<file path="src/rtl/rr_arb_pkg.sv">
// Shared types and defaults for the round-robin mux arbiter.
// Imported by rr_pick and rr_mux_arbiter.
package rr_arb_pkg;

  localparam int unsigned DEF_N = 4;
  localparam int unsigned DEF_W = 8;

  typedef logic [$clog2(DEF_N)-1:0] src_idx_t;

  typedef enum logic {
    EMPTY = 1'b0,
    FULL  = 1'b1
  } arb_state_e;

endpackage

</file>
<file path="src/rtl/rr_pick.sv">
// Round-robin winner search: the first valid index starting at ptr.
// Purely combinational.
module rr_pick
  import rr_arb_pkg::*;
#(
  parameter int N  = DEF_N,
  parameter int SW = 2
) (
  input  logic [N-1:0]  in_valid,
  input  logic [SW-1:0] ptr,
  output logic [SW-1:0] winner,
  output logic          any_valid
);

  int idx;

  // Scan from the farthest offset down so the closest match to ptr wins.
  always_comb begin
    idx       = 0;
    winner    = '0;
    any_valid = |in_valid;
    for (int k = N - 1; k >= 0; k--) begin
      idx = int'(ptr) + k;
      if (idx >= N) idx = idx - N;
      if (in_valid[idx]) winner = SW'(idx);
    end
  end

endmodule

</file>
<file path="src/rtl/rr_mux_arbiter.sv">
// N-input round-robin arbiter feeding a single registered output slot.
// The slot reloads in the same cycle it is consumed.
module rr_mux_arbiter
  import rr_arb_pkg::*;
#(
  parameter  int N  = DEF_N,
  parameter  int W  = DEF_W,
  localparam int SW = (N > 1) ? $clog2(N) : 1
) (
  input  logic          clk,
  input  logic          rst_n,
  input  logic [N-1:0]   in_valid,
  input  logic [N*W-1:0] in_data,
  output logic [N-1:0]   in_ready,
  output logic          out_valid,
  output logic [W-1:0]   out_data,
  output logic [SW-1:0]  out_src,
  input  logic          out_ready
);

  arb_state_e    state_q, state_d;
  logic [SW-1:0] ptr_q, ptr_d;
  logic [SW-1:0] src_q, src_d;
  logic [W-1:0]  data_q, data_d;

  logic [SW-1:0] win;
  logic [W-1:0]  win_data;
  logic          any_v;
  logic          can_load;
  logic          load;

  rr_pick #(
    .N  (N),
    .SW (SW)
  ) u_pick (
    .in_valid  (in_valid),
    .ptr       (ptr_q),
    .winner    (win),
    .any_valid (any_v)
  );

  assign can_load = (state_q == EMPTY) || out_ready;
  assign load     = can_load && any_v;

  always_comb begin
    win_data = in_data[int'(win)*W +: W];
  end

  // Gated by rst_n so no grant is visible while reset is held.
  always_comb begin
    in_ready = '0;
    if (rst_n && load) in_ready[win] = 1'b1;
  end

  always_comb begin
    state_d = state_q;
    ptr_d   = ptr_q;
    src_d   = src_q;
    data_d  = data_q;
    if (load) begin
      state_d = FULL;
      data_d  = win_data;
      src_d   = win;
      ptr_d   = (win == SW'(N - 1)) ? '0 : win + 1'b1;
    end else if (can_load) begin
      state_d = EMPTY;
    end
  end

  always_ff @(posedge clk or negedge rst_n) begin
    if (!rst_n) begin
      state_q <= EMPTY;
      ptr_q   <= '0;
      src_q   <= '0;
      data_q  <= '0;
    end else begin
      state_q <= state_d;
      ptr_q   <= ptr_d;
      src_q   <= src_d;
      data_q  <= data_d;
    end
  end

  assign out_valid = (state_q == FULL);
  assign out_data  = data_q;
  assign out_src   = src_q;

endmodule

</file>
<file path="config.mk">
export PLATFORM = sky130hd
export DESIGN_NAME = rr_mux_arbiter
export DESIGN_NICKNAME = d
export VERILOG_FILES = /design/src/rtl/rr_arb_pkg.sv /design/src/rtl/rr_pick.sv /design/src/rtl/rr_mux_arbiter.sv
export SDC_FILE = /design/constraint.sdc
export NUM_CORES = 1
export LEC_CHECK = 0
export CORE_MARGIN = 3
export CORE_UTILIZATION = 34
export DETAILED_ROUTE_END_ITERATION = 8
export GPL_TIMING_DRIVEN = 0
export PLACE_DENSITY = 0.76
export SLEW_MARGIN = 30
export SYNTH_ARGS = -nofsm -noshare
export SYNTH_HDL_FRONTEND = slang
export SYNTH_SLANG_ARGS = --single-unit
</file>
<file path="constraint.sdc">
create_clock -name clk -period 1.7 [get_ports clk]
set_input_delay 0.425 -clock clk [delete_from_list [all_inputs] [get_ports clk]]
set_output_delay 0.425 -clock clk [all_outputs]
set_load 0.02 [all_outputs]
</file>
==> qor.csv <==
metric,value,unit
"Slowest-stage cell, CP",dfrtp_2,
Critical Path RT,1270,ps
Placeable Area,0.002522,mm^2
Yosys cell types,28,
DRC,0,
Worst R2R Start,ptr_q[1],
final-report hold violation count,0,
Max-Cap Viols,0,
initial core utilization,36.46,%
r2r setup slk,-220,ps
final hold slack,41.26,ps
via count of the routed design,1020,
Worst-Margin Slew,412.4,ps
site row count,18,
Synth Warn #,0,
status,finished with violations,
Tcrit/Tclk final,131.6,%
DP Wirelength,2155,um
startpoint types,register,
pin count of the biggest net entering global routing,16,
total CTS buffers,3,
Final Util,73.76,%
VDD IR max,794.4,uV
syn nets,132,
failing checks,setup timing,
setup TNS,-3072,ps
wire per inst,17.73,um
Setup Skew,10.94,ps
Syn Area/Cell,9.996,um^2
RR Endpoint,out_data[2],
largest fanout on the critical path,6,
die area,0.003365,mm^2
final period demand of the worst path,2238,ps
clk slew on worst S/H paths,100,ps
first-pass GRT wire length,5071,um
FF-to-FF path depth,9,
critical path arrival,1810,ps
CTS tree,done,
Post-DRT Antenna Nets,0,
Final Non-Filler Cells,191,
clock buffer depth,2,
num ports,54,
Antenna Cells,0,
Die X-Extent,58.01,um
layout cell share with drive strength beyond 1,35.40,%
Post-Syn Area,919.6,um^2
Rel. slew slack,72.51,%
"Worst Setup Slack, final",-537.8,ps
"commonest cells after routing, fill and taps aside","clkdlybuf4s50_1, dfrtp_1, buf_4, nor2_1, dlymetal6s2s_1",
post-place instance area,0.001546,mm^2
Leak Pwr,0.7777,nW
P per Cell Area,1037,mW/mm^2
Post-Syn Instances,92,
DRT iter0 DRCs,23,
hold_buf cts,0,
Crit Path Category,reg2out,
post-route cell area,0.001861,mm^2
total global routing overflow,0,
fmax,446.9,MHz
clk sink count,13,
"most common cell after layout, fill and taps aside",clkdlybuf4s50_1,
Buffers on Ports,53,
final wirelength,3387,um
max-slew violations,0,
Finish-stage setup viols,11,
initial antenna violation count,0,
insertion delay to the later sink of the worst-skew pair,290,ps
Hold Crit Class,in2async,
vias in the first global route,1121,
GRT Overall Usage,20.19,%
"slowest stage delay, CP",480,ps
DR vias/cell,5.340,
Layout area overhead,102.3,%
cells along the critical path,a21oi_2 -> o21a_1 -> o22ai_4 -> buf_8 -> ha_4 -> and3_4 -> buf_6,
Die H,58.01,um
total power,1.929,mW
1st-pass router iterations,4,
Worst setup EP type,output pin,
H-tree levels,1,
gp weighted congestion,0.7890,
Placed Cells,175,
"flops & latches, synth",13,
nets@finish,202,
Place WS,-1391,ps
sequential share of the synthesized area,35.37,%
RSZ-0062 raised after global routing,true,
clock tree root driver cell,clkbuf_4,
==> per-layer routing <==
layer	wire [um]	GRT usage, %	vias to the layer above
met5	0	0	-
met4	14	8.940	0
met3	164	4.232	2
met2	1881	35.81	41
met1	1326	23.16	490
li1	-	-	487
==> kinds of logic (layout without fill, tap and decap cells) <==
logic type	Yosys count	in the layout	share of synthesized area [%]
buf+inv	9	78	5.577
fa+ha+maj	1	1	1.360
mux	9	9	9.796
flops	13	13	35.37
compound gates	36	36	35.92
simple gates	24	24	11.97
==> layout make-up <==
| class | count | area, um^2 |
|---|---|---|
| tap | 30 | 37.54 |
| clock buffer | 4 | 26.28 |
| sequential | 13 | 326.6 |
| inverter | 3 | 11.26 |
| buffer | 6 | 66.31 |
| timing repair buffer | 65 | 668.1 |
| fill | 189 | 661.9 |
| multi-input combinational | 70 | 724.4 |
==> repair_timing <==
| item | 4_1_cts | 5_1_grt |
|---|---|---|
| endpoints found under the hold margin | 0 | 0 |
| pin swaps | 15 | 4 |
| setup endpoints to repair | 18 | 21 |
| setup buffers | 10 | 2 |
| resized for setup | 52 | 23 |
==> state kept, by name, indices dropped and copies added, names as in the netlist <==
register	flops
out_valid	1
out_src	2
ptr_q	2
out_data	8
==> synthesized netlist by cell type <==
library cell	n	share of area, %
nand2_1	7	2.9
a2111oi_2	6	9.8
dfrtp_1	13	35
and3_1	1	0.68
nor3b_1	2	1.6
nor3_1	2	1.1
buf_6	1	1.2
buf_4	2	1.6
mux2i_1	9	9.8
inv_2	1	0.41
inv_1	2	0.82
o21ai_0	3	1.6
ha_1	1	1.4
buf_2	2	1.1
nor4_1	1	0.68
a21o_1	2	1.6
nand2_2	1	0.68
a211oi_2	6	8.2
clkbuf_1	1	0.41
and2_1	1	0.68
a21oi_2	1	0.95
a211oi_1	2	1.6
a21oi_1	4	2.2
o22ai_1	1	0.68
o21a_1	1	0.82
nor2_1	9	3.7
a2111oi_0	2	1.9
a21boi_0	8	6.5
==> where the power goes <==
part | switching [mW] | total [mW] | internal [mW]
Combinational | 0.601 | 1.23 | 0.628
Clock | 0.119 | 0.210 | 0.0913
Sequential | 0.0807 | 0.490 | 0.409
==> critical path: cells and delay by family (launching register included) <==
kind | cells | cell delay (ps)
AO/OA/AOI/OAI | 3 | 500
flip-flops | 1 | 480
buffers and inverters | 2 | 260
AND/OR/NAND/NOR | 1 | 170
adder cells (fa/ha/maj) | 1 | 120
==> worst max-delay path by stage <==
stage	slack, ps	end	startpoint	cells past startpoint
after floorplan	-150	in_ready[1]	ptr_q[1]	7
final	-540	in_ready[1]	ptr_q[1]	7
after global routing	-620	in_ready[1]	ptr_q[1]	8
after detailed placement	-1390	in_ready[1]	in_valid[1]	9
after CTS	-510	in_ready[1]	ptr_q[1]	8
after global placement	-1350	in_ready[1]	in_valid[1]	9
Note: power is estimated with default switching activity, not from simulation.
